==> src/rtl/div_unit_pkg.sv <==
// Shared defines for the EX-stage divider: FSM state encodings, the default
// operand width and the reset/stall enable levels used across the pipeline.
package div_unit_pkg;

  // Divider FSM states
  typedef enum logic [1:0] {
    DIV_IDLE = 2'd0,
    DIV_BUSY = 2'd1,
    DIV_ZERO = 2'd2,
    DIV_DONE = 2'd3
  } div_state_t;

  // Default operand width; results are twice this wide
  localparam int DIV_WIDTH = 32;

  // Active levels shared with the rest of the pipeline
  localparam logic RESET_ENABLE = 1'b1;
  localparam logic STALL_ENABLE = 1'b1;

endpackage

==> src/rtl/div_unit_div_step.sv <==
// One radix-2 restoring division iteration, purely combinational.
// Shifts {rem, quo} left by one, trial-subtracts the divisor from the upper
// WIDTH+1 bits and keeps the difference when it is non-negative.
module div_step
  import div_unit_pkg::*;
#(
  parameter int WIDTH = DIV_WIDTH
) (
  input  logic [WIDTH-1:0] rem,
  input  logic [WIDTH-1:0] quo,
  input  logic [WIDTH-1:0] divisor,
  output logic [WIDTH-1:0] rem_next,
  output logic [WIDTH-1:0] quo_next
);

  logic [WIDTH:0] rem_shift;
  logic [WIDTH:0] diff;

  // Shift, trial subtract, restore or keep. rem < divisor on entry, so the
  // difference is always below 2^WIDTH when non-negative and bit WIDTH acts
  // as the borrow.
  always_comb begin
    rem_shift = {rem, quo[WIDTH-1]};
    diff      = rem_shift - {1'b0, divisor};
    if (!diff[WIDTH]) begin
      rem_next = diff[WIDTH-1:0];
      quo_next = {quo[WIDTH-2:0], 1'b1};
    end else begin
      rem_next = rem_shift[WIDTH-1:0];
      quo_next = {quo[WIDTH-2:0], 1'b0};
    end
  end

endmodule

==> src/rtl/div_unit.sv <==
// Multi-cycle radix-2 restoring divider for DIV / DIVU in the EX stage.
// Raises stall_request for the whole operation and returns
// {remainder, quotient} for the HI/LO write.
// Optional build macro DIV_ZERO_FLAG_EN adds a registered div_by_zero output.
module div_unit
  import div_unit_pkg::*;
#(
  parameter int WIDTH = DIV_WIDTH
) (
  input  logic               clock,
  input  logic               reset,
  input  logic               start,
  input  logic               annul,
  input  logic               signed_div,
  input  logic [WIDTH-1:0]   dividend,
  input  logic [WIDTH-1:0]   divisor,
  output logic [2*WIDTH-1:0] result,
  output logic               ready,
`ifdef DIV_ZERO_FLAG_EN
  output logic               div_by_zero,
`endif
  output logic               stall_request
);

  localparam int CNT_W = $clog2(WIDTH + 1);
  localparam logic [CNT_W-1:0] LAST_STEP = CNT_W'(WIDTH);

  div_state_t state_reg, state_next;

  logic [WIDTH-1:0]   rem_reg, quo_reg, dvs_reg;
  logic [WIDTH-1:0]   rem_step, quo_step;
  logic [WIDTH-1:0]   rem_final, quo_final;
  logic [WIDTH-1:0]   dividend_abs, divisor_abs;
  logic [CNT_W-1:0]   count_reg;
  logic               sign_a_reg, sign_b_reg;
  logic [2*WIDTH-1:0] result_reg;
  logic               ready_reg;
  logic               zero_flag_reg;
  logic               accept, cancel;

  assign accept = start && !annul;
  assign cancel = annul || !start;

  assign result = result_reg;
  assign ready  = ready_reg;
`ifdef DIV_ZERO_FLAG_EN
  assign div_by_zero = zero_flag_reg;
`endif

  div_step #(.WIDTH(WIDTH)) u_step (
    .rem      (rem_reg),
    .quo      (quo_reg),
    .divisor  (dvs_reg),
    .rem_next (rem_step),
    .quo_next (quo_step)
  );

  // Operand magnitudes; the unsigned path uses the raw full-width values
  always_comb begin
    dividend_abs = (signed_div && dividend[WIDTH-1]) ? -dividend : dividend;
    divisor_abs  = (signed_div && divisor[WIDTH-1])  ? -divisor  : divisor;
  end

  // Sign correction applied on the finalise edge
  always_comb begin
    quo_final = (sign_a_reg ^ sign_b_reg) ? -quo_reg : quo_reg;
    rem_final = sign_a_reg ? -rem_reg : rem_reg;
  end

  // State register
  always_ff @(posedge clock) begin
    if (reset == RESET_ENABLE) state_reg <= DIV_IDLE;
    else                       state_reg <= state_next;
  end

  // Next-state logic; a cancel takes priority over finishing
  always_comb begin
    state_next = state_reg;
    case (state_reg)
      DIV_IDLE: if (accept) state_next = (divisor == '0) ? DIV_ZERO : DIV_BUSY;
      DIV_BUSY: begin
        if (cancel)                       state_next = DIV_IDLE;
        else if (count_reg == LAST_STEP)  state_next = DIV_DONE;
      end
      DIV_ZERO: state_next = cancel ? DIV_IDLE : DIV_DONE;
      DIV_DONE: if (!start) state_next = DIV_IDLE;
      default:  state_next = DIV_IDLE;
    endcase
  end

  // Stall the pipeline while a divide is requested and not yet complete
  always_comb begin
    stall_request = 1'b0;
    if (start && !annul && (state_reg != DIV_DONE) && (reset != RESET_ENABLE))
      stall_request = STALL_ENABLE;
  end

  // Datapath: operand latch, iteration, finalise and result hold
  always_ff @(posedge clock) begin
    if (reset == RESET_ENABLE) begin
      rem_reg       <= '0;
      quo_reg       <= '0;
      dvs_reg       <= '0;
      count_reg     <= '0;
      sign_a_reg    <= 1'b0;
      sign_b_reg    <= 1'b0;
      result_reg    <= '0;
      ready_reg     <= 1'b0;
      zero_flag_reg <= 1'b0;
    end else begin
      case (state_reg)
        DIV_IDLE: begin
          if (accept && (divisor != '0)) begin
            rem_reg    <= '0;
            quo_reg    <= dividend_abs;
            dvs_reg    <= divisor_abs;
            count_reg  <= '0;
            sign_a_reg <= signed_div & dividend[WIDTH-1];
            sign_b_reg <= signed_div & divisor[WIDTH-1];
          end
        end
        DIV_BUSY: begin
          if (!cancel) begin
            if (count_reg == LAST_STEP) begin
              result_reg    <= {rem_final, quo_final};
              ready_reg     <= 1'b1;
              zero_flag_reg <= 1'b0;
            end else begin
              rem_reg   <= rem_step;
              quo_reg   <= quo_step;
              count_reg <= count_reg + 1'b1;
            end
          end
        end
        DIV_ZERO: begin
          if (!cancel) begin
            result_reg    <= '0;
            ready_reg     <= 1'b1;
            zero_flag_reg <= 1'b1;
          end
        end
        DIV_DONE: begin
          if (!start) begin
            ready_reg     <= 1'b0;
            zero_flag_reg <= 1'b0;
          end
        end
        default: ;
      endcase
    end
  end

`ifndef DIV_ZERO_FLAG_EN
  // Flag register is only observable when the optional output exists
  logic unused_flag;
  assign unused_flag = zero_flag_reg;
`endif

endmodule
==> config.mk <==
export PLATFORM = sky130hd
export DESIGN_NAME = div_unit
export DESIGN_NICKNAME = d
export VERILOG_FILES = /design/src/rtl/div_unit_pkg.sv /design/src/rtl/div_unit_div_step.sv /design/src/rtl/div_unit.sv
export SDC_FILE = /design/constraint.sdc
export NUM_CORES = 1
export LEC_CHECK = 0
export CAP_MARGIN = 15
export CORE_ASPECT_RATIO = 1.1
export CORE_MARGIN = 2
export CORE_UTILIZATION = 47
export CTS_CLUSTER_SIZE = 40
export DETAILED_ROUTE_END_ITERATION = 8
export GPL_TIMING_DRIVEN = 0
export PLACE_DENSITY_LB_ADDON = 0.2
export SYNTH_ARGS = -nofsm -noshare
export SYNTH_HDL_FRONTEND = slang
export SYNTH_SLANG_ARGS = --single-unit
==> constraint.sdc <==
create_clock -name clock -period 6.4 [get_ports clock]
set_input_delay 0.96 -clock clock [delete_from_list [all_inputs] [get_ports clock]]
set_output_delay 0.96 -clock clock [all_outputs]
set_load 0.01 [all_outputs]
---- Word level (Yosys, flattened, before mapping) ----
Index checks and enable logic that the tools add are counted.
storage, ports and cells
  register bits after elaboration ......... 171
  bits in latches ......................... 0
  bits in writable memories ............... 0
  ROM bits ................................ 0
  input bits .............................. 69
  output and inout port bits .............. 66
  word-level logic and storage cells ...... 87
  memories kept ........................... 0
cells by class
  add/subtract/negate cells ............... 6
  multipliers ............................. 0
  divide/modulo/power cells ............... 0
  magnitude comparators ................... 0
  equal/unequal tests ..................... 13
  shifts and indexed selects .............. 0
  multiplexer cells ....................... 35
  bitwise operators ....................... 4
  reduce and logical (&&, ||, !) cells .... 20
operators by type and width
  operator               number
  $mux W32               11
  $mux W64               3
  $neg A32 Y32           4
  $pmux W32 S2           2
  $pmux W64 S2           1
  $sub A33 B32 Y33       1
  $logic_not A32 Y1      1
  $reduce_bool A32 Y1    1
  $mux W6                3
  $ne A2 B2 Y1 const B   8
  $mux W2                6
  $pmux W6 S2            1
  $pmux W2 S4            1
  $reduce_and A4 Y1      2
  $add A6 B1 Y6 const B  1
  $eq A6 B6 Y1 const B   1
  $logic_and A1 B1 Y1    6
  $mux W1                6
  $reduce_and A5 Y1      1
  $eq A2 B2 Y1 const B   2
  $reduce_bool A2 Y1     2
  $ne A3 B3 Y1 const B   1
  $pmux W1 S3            1
  $reduce_and A3 Y1      1
  other kinds (9)        11

---- Longest topological paths before layout ----
Gate-level depths: netlist (run 1).
  depth after elaboration ................. 5
  gate-level depth with buffers ........... 13
  depth with buffers taken out ............ 11

---- Modules after synthesis ----
Synthesis (run 1) repeated with hierarchy kept, for this count alone.
unflattened totals
  cell total of the unflattened synthesis .. 1519
  area, all modules ....................... 11683.7 sq um
by module, submodules not included
  module    instances  cells each  area an instance (sq um)  seq. area each (sq um)
  div_unit  1          1179        9133.8                    3423.3
  div_step  1          340         2549.9                    0.0

---- Worst setup path before layout (run 1) ----
Ideal clock, no wire load.
  path kind ............................... input to register
  start point ............................. in dividend[16]
  end point ............................... reg quo_reg[29]
  setup time .............................. 0.132 ns
  arrival time ............................ 3.112 ns
  required time ........................... 6.268 ns
  slack ................................... 3.155 ns
  stages on the path ...................... 8
  buffers on the path ..................... 0
  cell sequence ........................... or4_1 > or4_4 > or4_4 > o41ai_2 > xor2_1 > o21ai_0 > nand2_1 > a21oi_1
on the way
  cells in the longest elaborated chain, start to end .. 4
RTL lines
  item                  line             RTL
  from (decl)           div_unit.sv:15   input logic [WIDTH-1:0] dividend,
  $neg A32 Y32          div_unit.sv:60   dividend_abs = (signed_div && dividend[WIDTH-1]) ? -dividend : dividend;
  $mux W32              div_unit.sv:60
  $mux W32              div_unit.sv:113  if (accept && (divisor != '0)) begin
  $pmux W32 S2          div_unit.sv:111  case (state_reg)
  to (signal assigned)  div_unit.sv:115  quo_reg <= dividend_abs;
  to (signal assigned)  div_unit.sv:130  quo_reg <= quo_step;
  to (decl)             div_unit.sv:30   logic [WIDTH-1:0] rem_reg, quo_reg, dvs_reg;
No other way between the ends. The select of a mux whose other input is x is not followed.
A chain may end at the register's enable or synchronous reset.

---- Worst setup path in the final report (run 1) ----
  start point ............................. in reset
  end point ............................... out stall_request
on the way
  cells in the longest elaborated chain, start to end .. 3
RTL lines
  item                 line            RTL
  from (decl)          div_unit.sv:11  input logic reset,
  $not A1 Y1           div_unit.sv:94  if (start && !annul && (state_reg != DIV_DONE) && (reset != RESET_ENABLE))
  $logic_and A1 B1 Y1  div_unit.sv:94
  $mux W1              div_unit.sv:94
  to (decl)            div_unit.sv:22  output logic stall_request
No other way between the ends.

==> metrics.txt, run 1 <==
# TYPE chip_impl_metric gauge
chip_impl_metric{name="drt_pass1_iterations",unit=""} 5
chip_impl_info{name="synthDominantAreaCellType",value="sky130_fd_sc_hd__dfxtp_1"} 1
chip_impl_metric{name="boundaryPins",unit=""} 135
chip_impl_metric{name="timing.final.ws_setup",unit="ns"} 2.46
chip_impl_metric{name="via_per_inst",unit=""} 5.67
chip_impl_metric{name="path_clk_slew",unit="ns"} 0.06
chip_impl_metric{name="cts.hold.buffers_added",unit=""} 0
chip_impl_metric{name="syn_avg_cell_area",unit="um2"} 7.65
chip_impl_metric{name="nFillCells",unit=""} 2249
chip_impl_metric{name="placedInstanceArea",unit="um2"} 12800
chip_impl_metric{name="sinks_on_clock_net",unit=""} 171
chip_impl_info{name="clk_root_buffer_cell",value="sky130_fd_sc_hd__clkbuf_16"} 1
chip_impl_metric{name="globalplace.congestion",unit=""} 0.921
chip_impl_metric{name="clock_latency",unit="ns"} 0.45
chip_impl_metric{name="layout-area-overhead-vs-synth",unit="%"} 20.9
chip_impl_metric{name="wl_per_cell",unit="um"} 17.0
chip_impl_info{name="cp_max_delay_cell",value="sky130_fd_sc_hd__clkdlybuf4s50_1"} 1
chip_impl_metric{name="routed-via-count",unit=""} 10908
chip_impl_metric{name="synthesis.yosys.warnings",unit=""} 0
chip_impl_metric{name="final_min_period_over_clock_period",unit="%"} 61.6
chip_impl_metric{name="ys_async_sr_fraction",unit="%"} 0
chip_impl_metric{name="clockBufferDepth",unit=""} 2
chip_impl_metric{name="post-route-min-period",unit="ns"} 3.94
chip_impl_metric{name="hold_violations",unit=""} 0
chip_impl_info{name="run_status",value="complete, no violations"} 1
chip_impl_metric{name="syn_inst_count",unit=""} 1453
chip_impl_metric{name="p_sw_share",unit="%"} 40.6
chip_impl_metric{name="fin_skew",unit="ns"} 0.0143
chip_impl_metric{name="max_stage_delay",unit="ns"} 0.50
chip_impl_metric{name="worst_ir_drop_vdd",unit="mV"} 0.218
chip_impl_metric{name="die_area",unit="um2"} 24900
chip_impl_metric{name="critPathMaxFanout",unit=""} 10
chip_impl_metric{name="synth-seq-cells",unit=""} 171
chip_impl_metric{name="setup_tns",unit="ns"} 0
chip_impl_info{name="synth_commonest_cells",value="sky130_fd_sc_hd__nand2_1, sky130_fd_sc_hd__dfxtp_1, sky130_fd_sc_hd__nor2_1"} 1
chip_impl_metric{name="layout-drive-gt1-share",unit="%"} 5.00
chip_impl_info{name="unrepaired_setup_endpoints_after_global_routing",value="false"} 1
chip_impl_metric{name="power.share.combinational",unit="%"} 39.1
chip_impl_metric{name="design.core.area",unit="um2"} 23500
chip_impl_metric{name="critPathBufInv",unit=""} 4
chip_impl_info{name="synth.most_common_cell",value="sky130_fd_sc_hd__nand2_1"} 1
chip_impl_metric{name="max_slew.worst_pin.slew",unit="ns"} 1.04
chip_impl_metric{name="detail_route.iter0.violations",unit=""} 809
chip_impl_metric{name="chipHeight",unit="um"} 165
chip_impl_info{name="worst_path_dominant_cell_family",value="buffers and inverters"} 1
chip_impl_metric{name="total_cts_buffers",unit=""} 17
chip_impl_metric{name="leakage_dissipation",unit="nW"} 5.10
chip_impl_metric{name="drv_slew",unit=""} 0
chip_impl_metric{name="antenna_cells_inserted",unit=""} 0
chip_impl_info{name="cp-start-kind",value="input pin"} 1
chip_impl_metric{name="dpl.hpwl",unit="um"} 25800
chip_impl_metric{name="internal_power",unit="mW"} 2.30
chip_impl_metric{name="setup_viol",unit=""} 0
chip_impl_metric{name="netlist-cell-type-count",unit=""} 73
chip_impl_info{name="synth_area_leaders",value="sky130_fd_sc_hd__dfxtp_1, sky130_fd_sc_hd__nand2_1, sky130_fd_sc_hd__xnor2_1, sky130_fd_sc_hd__xor2_1, sky130_fd_sc_hd__o21ai_0"} 1
chip_impl_metric{name="num_rows",unit=""} 59
chip_impl_info{name="cts_tree",value="yes"} 1
chip_impl_metric{name="pin_count_of_the_biggest_net_entering_global_routing",unit=""} 19
chip_impl_metric{name="post_cts.resized_instances",unit=""} 0
chip_impl_metric{name="floorplan.die.width",unit="um"} 151
chip_impl_metric{name="clockPowerShare",unit="%"} 27.5
chip_impl_metric{name="grt_first_pass_wirelength",unit="um"} 52300
chip_impl_metric{name="drv.max_cap_violation_count",unit=""} 0
chip_impl_metric{name="design.final.nets",unit=""} 1718
chip_impl_metric{name="cellPowerDensity",unit="nW/um2"} 288
chip_impl_metric{name="arrival",unit="ns"} 2.98
chip_impl_metric{name="p_switching",unit="mW"} 1.57
chip_impl_metric{name="mappedNetlistNets",unit=""} 1565
chip_impl_metric{name="post-route-drc-count",unit=""} 0
chip_impl_info{name="yosys_most_used_dff",value="sky130_fd_sc_hd__dfxtp_1"} 1
chip_impl_metric{name="grt_overflow",unit=""} 0
chip_impl_metric{name="fin_worst_hold_slack",unit="ns"} 0.452
chip_impl_info{name="crit_chain",value="clkdlybuf4s50_1, clkbuf_1, buf_1, nor3_1, clkdlybuf4s50_1"} 1
chip_impl_metric{name="detail-route-antenna-nets",unit=""} 0
chip_impl_metric{name="slew_headroom",unit="%"} 29.9
chip_impl_metric{name="synthDominantCellAreaShare",unit="%"} 30.8
chip_impl_metric{name="max_clock_freq",unit="MHz"} 254
chip_impl_metric{name="totalWireLength",unit="um"} 32700
chip_impl_metric{name="postCtsSetupBuffers",unit=""} 0
chip_impl_metric{name="syn-cell-area",unit="um2"} 11100
chip_impl_metric{name="seqPwrFrac",unit="%"} 33.4
chip_impl_metric{name="final_cell_area",unit="um2"} 13400
chip_impl_metric{name="largest_register_ffs",unit=""} 64
chip_impl_metric{name="numPortBuffers",unit=""} 134
chip_impl_info{name="path_common_cell",value="sky130_fd_sc_hd__clkdlybuf4s50_1"} 1
chip_impl_metric{name="number_of_flops_mapped_to_enable_cells_by_yosys",unit=""} 0
chip_impl_metric{name="synth_seq_area_share",unit="%"} 30.8
chip_impl_metric{name="first_global_vias",unit=""} 10029
chip_impl_metric{name="dp_slack",unit="ns"} 2.19
chip_impl_metric{name="grt_util_all_layers",unit="%"} 26.5
chip_impl_metric{name="initial_core_util",unit="%"} 47.4
chip_impl_info{name="crit_type",value="in -> out"} 1
chip_impl_metric{name="worstPathRequired",unit="ns"} 5.44
chip_impl_info{name="crit_path_end_kind",value="output port"} 1
chip_impl_info{name="hold_class",value="reg -> reg"} 1
chip_impl_metric{name="antenna_violations_before_repair",unit=""} 0
chip_impl_metric{name="htree_num_levels",unit=""} 4
layout by cell type (no fill, tap or decap), drive strengths merged, types with 4 or more instances in the layout:
cell type      instances
o21bai                 7
mux2                   8
nand2b                11
a2111oi                4
mux2i                 27
a21oi                115
nand2                185
dfxtp                171
clkbuf                78
a32oi                  4
clkdlybuf4s50        134
nor4                  16
nor2b                  7
o21ai                122
o211ai                 6
nor3                  35
nand3                 11
nor2                 155
nand4                  9
o31ai                 29
and2                   5
inv                   71
a311oi                 6
ha                    42
buf                   23
a211oi                34
o21a                   5
xor2                  72
a21o                   5
a31oi                 10
a22oi                 32
and3                   7
xnor2                 75
o41ai                 18
or4                   13
or3                   21
power by group through the flow:
stage / Sequential [mW] / Combinational (mW) / Clock (mW)
finish: 1.30 / 1.51 / 1.06
detailed placement: 1.31 / 1.49 / 0
CTS: 1.29 / 1.50 / 1.06
floorplan: 1.27 / 1.11 / 0
global route: 1.31 / 1.69 / 1.11
global placement: 1.31 / 1.48 / 0
worst paths after layout:
kind	startpoint	to	slack, ns	depth (start not counted)
max	reset	stall_request	2.46	5
min	result[56]	result[56]	0.45	2
max reg2reg	quo_reg[31]	rem_reg[30]	2.76	11
min reg2reg	result[56]	result[56]	0.45	2
stage by stage:
step	util (%)	instances	power, mW
after CTS	57.2	1924	3.86
final	57.2	1924	3.87
after floorplan	-	1453	2.38
after global placement	54.7	1892	2.79
after global routing	57.2	1924	4.11
after detailed placement	54.7	1892	2.81
logic make-up after synthesis:
| kind of cell | count (synthesis) | share of synthesized area, % |
|---|---|---|
| xor+xnor | 147 | 11.6 |
| fa+ha+maj | 43 | 4.91 |
| buf+inv | 146 | 5.33 |
| flops | 171 | 30.8 |
| simple gates | 495 | 20.6 |
| compound gates | 416 | 23.5 |
| mux | 35 | 3.31 |
worst min-delay path, delay by kind of cell (launching register included):
family | cells | cell delay [ns]
DFF | 1 | 0.33
and+or+nand+nor | 1 | 0.04
AOI/OAI and AO/OA | 1 | 0.05
area by class of cell:
| type | instances | area (um2) | share of cell area [%] |
|---|---|---|---|
| multi-input cells | 1136 | 7100 | 52.9 |
| repair buffers | 134 | 1340 | 9.98 |
| well taps | 305 | 382 | 2.84 |
| clock inverters | 15 | 170 | 1.27 |
| clock buffers | 17 | 425 | 3.17 |
| plain buffers | 84 | 360 | 2.68 |
| flip-flops and latches | 171 | 3420 | 25.5 |
| inverters | 62 | 233 | 1.73 |
per-layer routing:
layer / up-vias / part of all wire [%] / GRT usage (%) / wire, um
met2: 321 / 45 / 41.6 / 14500
met4: 0 / 1.8 / 6.84 / 582
met5: - / 0 / 0 / 0
li1: 5474 / - / - / -
met3: 34 / 6.7 / 4.84 / 2200
met1: 5079 / 47 / 37.6 / 15300
No activity file was read; power rests on OpenSTA's default activity.
==> run 2: changes to the inputs <==
clock period = 4.1 ns   (was 6.4 ns; I/O delays follow)
==> results of run 2 <==
The final DEF is identical to that of run 1. Status: complete, no violations.
Among the figures that moved: setup slack after placement 2.19 ns -> 0.236 ns; clock-pin slew on the worst setup and hold paths 0.06 ns -> 0.07 ns; setup slack after layout 2.46 ns -> 0.456 ns; start point of the critical path reset -> quo_reg[31]; end point of the critical path stall_request -> rem_reg[30]; register-to-register setup slack 2.76 ns -> 0.46 ns; total power 3.87 mW -> 6.05 mW; worst IR drop on VDD 0.218 mV -> 0.340 mV
==> run 3: changes to the inputs <==
RECOVER_POWER = 25   (was not set)
==> run 3 against run 2 <==
Final area did not move; setup slack improved by 0.0015 ns; core utilization did not move; critical endpoint unchanged.
==> metrics.txt, run 3 (synthesis results as in run 1) <==
# TYPE chip_impl_metric gauge
chip_impl_metric{name="clock_latency",unit="ns"} 0.45
chip_impl_info{name="run_status",value="complete, no violations"} 1
chip_impl_metric{name="first_global_vias",unit=""} 10029
chip_impl_metric{name="cellPowerDensity",unit="nW/um2"} 450
chip_impl_metric{name="layout-area-overhead-vs-synth",unit="%"} 20.9
chip_impl_metric{name="clockBufferDepth",unit=""} 2
chip_impl_metric{name="routed-via-count",unit=""} 10909
chip_impl_metric{name="path_clk_slew",unit="ns"} 0.07
chip_impl_info{name="cp-start-kind",value="flop"} 1
chip_impl_metric{name="largest_register_ffs",unit=""} 64
chip_impl_metric{name="post-route-min-period",unit="ns"} 3.64
chip_impl_metric{name="globalplace.congestion",unit=""} 0.921
chip_impl_metric{name="final_core_util",unit="%"} 57.2
chip_impl_metric{name="numPortBuffers",unit=""} 134
chip_impl_metric{name="layout-drive-gt1-share",unit="%"} 5.00
chip_impl_metric{name="worst_ir_drop_vdd",unit="mV"} 0.341
chip_impl_metric{name="critPathMaxFanout",unit=""} 5
chip_impl_metric{name="postCtsSetupBuffers",unit=""} 0
chip_impl_metric{name="placed_cells",unit=""} 1892
chip_impl_metric{name="setup_tns",unit="ns"} 0
chip_impl_metric{name="dp_slack",unit="ns"} 0.236
chip_impl_metric{name="totalWireLength",unit="um"} 32600
chip_impl_metric{name="detail-route-antenna-nets",unit=""} 0
chip_impl_metric{name="design.core.area",unit="um2"} 23500
chip_impl_metric{name="setup_viol",unit=""} 0
chip_impl_metric{name="floorplan.die.width",unit="um"} 151
chip_impl_metric{name="grt_util_all_layers",unit="%"} 26.5
chip_impl_metric{name="timing.final.ws_setup",unit="ns"} 0.457
chip_impl_metric{name="hold_violations",unit=""} 0
chip_impl_info{name="unrepaired_setup_endpoints_after_global_routing",value="false"} 1
chip_impl_metric{name="post_cts.resized_instances",unit=""} 0
chip_impl_metric{name="timing.reg2reg.setup_slack",unit="ns"} 0.46
chip_impl_metric{name="num_rows",unit=""} 59
chip_impl_metric{name="dpl.hpwl",unit="um"} 25800
chip_impl_metric{name="design.final.nets",unit=""} 1718
chip_impl_metric{name="chipHeight",unit="um"} 165
chip_impl_metric{name="antenna_cells_inserted",unit=""} 0
chip_impl_metric{name="sinks_on_clock_net",unit=""} 171
chip_impl_metric{name="critPathBufInv",unit=""} 1
chip_impl_info{name="hold_class",value="reg -> reg"} 1
chip_impl_metric{name="layoutNonFillerInstCount",unit=""} 1924
chip_impl_metric{name="via_per_inst",unit=""} 5.67
chip_impl_metric{name="pin_count_of_the_biggest_net_entering_global_routing",unit=""} 19
chip_impl_metric{name="fin_skew",unit="ns"} 0.0151
chip_impl_info{name="crit_path_end_kind",value="flop"} 1
chip_impl_metric{name="drt_pass1_iterations",unit=""} 5
chip_impl_metric{name="max_slew.worst_pin.slew",unit="ns"} 1.04
chip_impl_metric{name="die_area",unit="um2"} 24900
chip_impl_info{name="final_common_cell",value="sky130_fd_sc_hd__nand2_1"} 1
chip_impl_metric{name="max_clock_freq",unit="MHz"} 275
chip_impl_info{name="cp_max_delay_cell",value="sky130_fd_sc_hd__a2111oi_0"} 1
chip_impl_metric{name="drv_slew",unit=""} 0
chip_impl_info{name="crit_chain",value="inv_1, ha_1, fa_1, nor2b_1, o2111ai_1, a2111oi_0, nor4_1, o41ai_1, a41oi_1, xor2_1, o21ai_0"} 1
chip_impl_metric{name="grt_overflow",unit=""} 0
chip_impl_metric{name="detail_route.iter0.violations",unit=""} 816
chip_impl_info{name="cts_tree",value="yes"} 1
chip_impl_metric{name="wl_per_cell",unit="um"} 17.0
chip_impl_metric{name="antenna_violations_before_repair",unit=""} 0
chip_impl_metric{name="max_stage_delay",unit="ns"} 0.66
chip_impl_metric{name="boundaryPins",unit=""} 135
chip_impl_metric{name="drv.max_cap_violation_count",unit=""} 0
chip_impl_metric{name="htree_num_levels",unit=""} 4
chip_impl_metric{name="placedInstanceArea",unit="um2"} 12800
chip_impl_metric{name="arrival",unit="ns"} 3.97
chip_impl_info{name="layout.cells.most_common_list",value="sky130_fd_sc_hd__nand2_1, sky130_fd_sc_hd__dfxtp_1, sky130_fd_sc_hd__nor2_1"} 1
chip_impl_info{name="worst_path_dominant_cell_family",value="compound AO/OA/AOI/OAI gates"} 1
chip_impl_metric{name="initial_core_util",unit="%"} 47.4
chip_impl_metric{name="cts.hold.buffers_added",unit=""} 0
chip_impl_metric{name="final_min_period_over_clock_period",unit="%"} 88.8
chip_impl_metric{name="final_cell_area",unit="um2"} 13400
chip_impl_metric{name="grt_first_pass_wirelength",unit="um"} 52300
chip_impl_info{name="clk_root_buffer_cell",value="sky130_fd_sc_hd__clkbuf_16"} 1
chip_impl_metric{name="total_cts_buffers",unit=""} 17
chip_impl_metric{name="post-route-drc-count",unit=""} 0
chip_impl_info{name="crit_type",value="reg -> reg"} 1
chip_impl_metric{name="slew_headroom",unit="%"} 29.9
chip_impl_metric{name="leakage_dissipation",unit="nW"} 5.31
chip_impl_metric{name="worstPathRequired",unit="ns"} 4.42
==> run 3: cell count changes in the layout (fill, tap and decap cells not counted), sizes merged <==
cell	previous run	this run
clkdlybuf4s50	134	76
dlygate4sd3	0	58
==> run 3: area by class of cell <==
class | count | area [um2]
buffer | 84 | 360
clock buffer | 17 | 425
clock inverter | 15 | 170
fill | 2249 | 10000
inverter | 62 | 233
multi-input combinational | 1136 | 7100
sequential | 171 | 3420
tap | 305 | 382
timing repair buffer | 134 | 1340
==> run 3: report_power, final <==
part	total, mW	switching (mW)	internal [mW]	leakage, nW
clock	1.66	0.789	0.872	0.287
combinational	2.36	1.47	0.890	3.63
sequential	2.02	0.198	1.82	1.39
==> run 3: worst min-delay path: stages (launching register included) <==
cell                      delay [ns]
sky130_fd_sc_hd__dfxtp_1        0.32
sky130_fd_sc_hd__nand2_1        0.04
sky130_fd_sc_hd__o21ai_0        0.05
==> run 3: worst paths after layout <==
kind | cells after the start | endpoint | startpoint
worst max-delay path | 11 | rem_reg[30] | quo_reg[31]
worst min-delay path | 2 | result[56] | result[56]
worst max register to register | 11 | rem_reg[30] | quo_reg[31]
worst min register to register | 2 | result[56] | result[56]
==> run 3: layer usage <==
metal / GRT usage (%) / vias to the layer above / routed length, um
li1: - / 5474 / -
met1: 37.6 / 5078 / 15300
met2: 41.6 / 324 / 14500
met3: 4.84 / 33 / 2250
met4: 6.84 / 0 / 563
met5: 0 / - / 0
==> run 3: metrics by stage <==
step	power, mW	hold slack, ns
floorplan	3.72	0.432
global placement	4.36	0.440
detailed placement	4.38	0.449
CTS	6.02	0.463
global route	6.41	0.475
finish	6.04	0.449
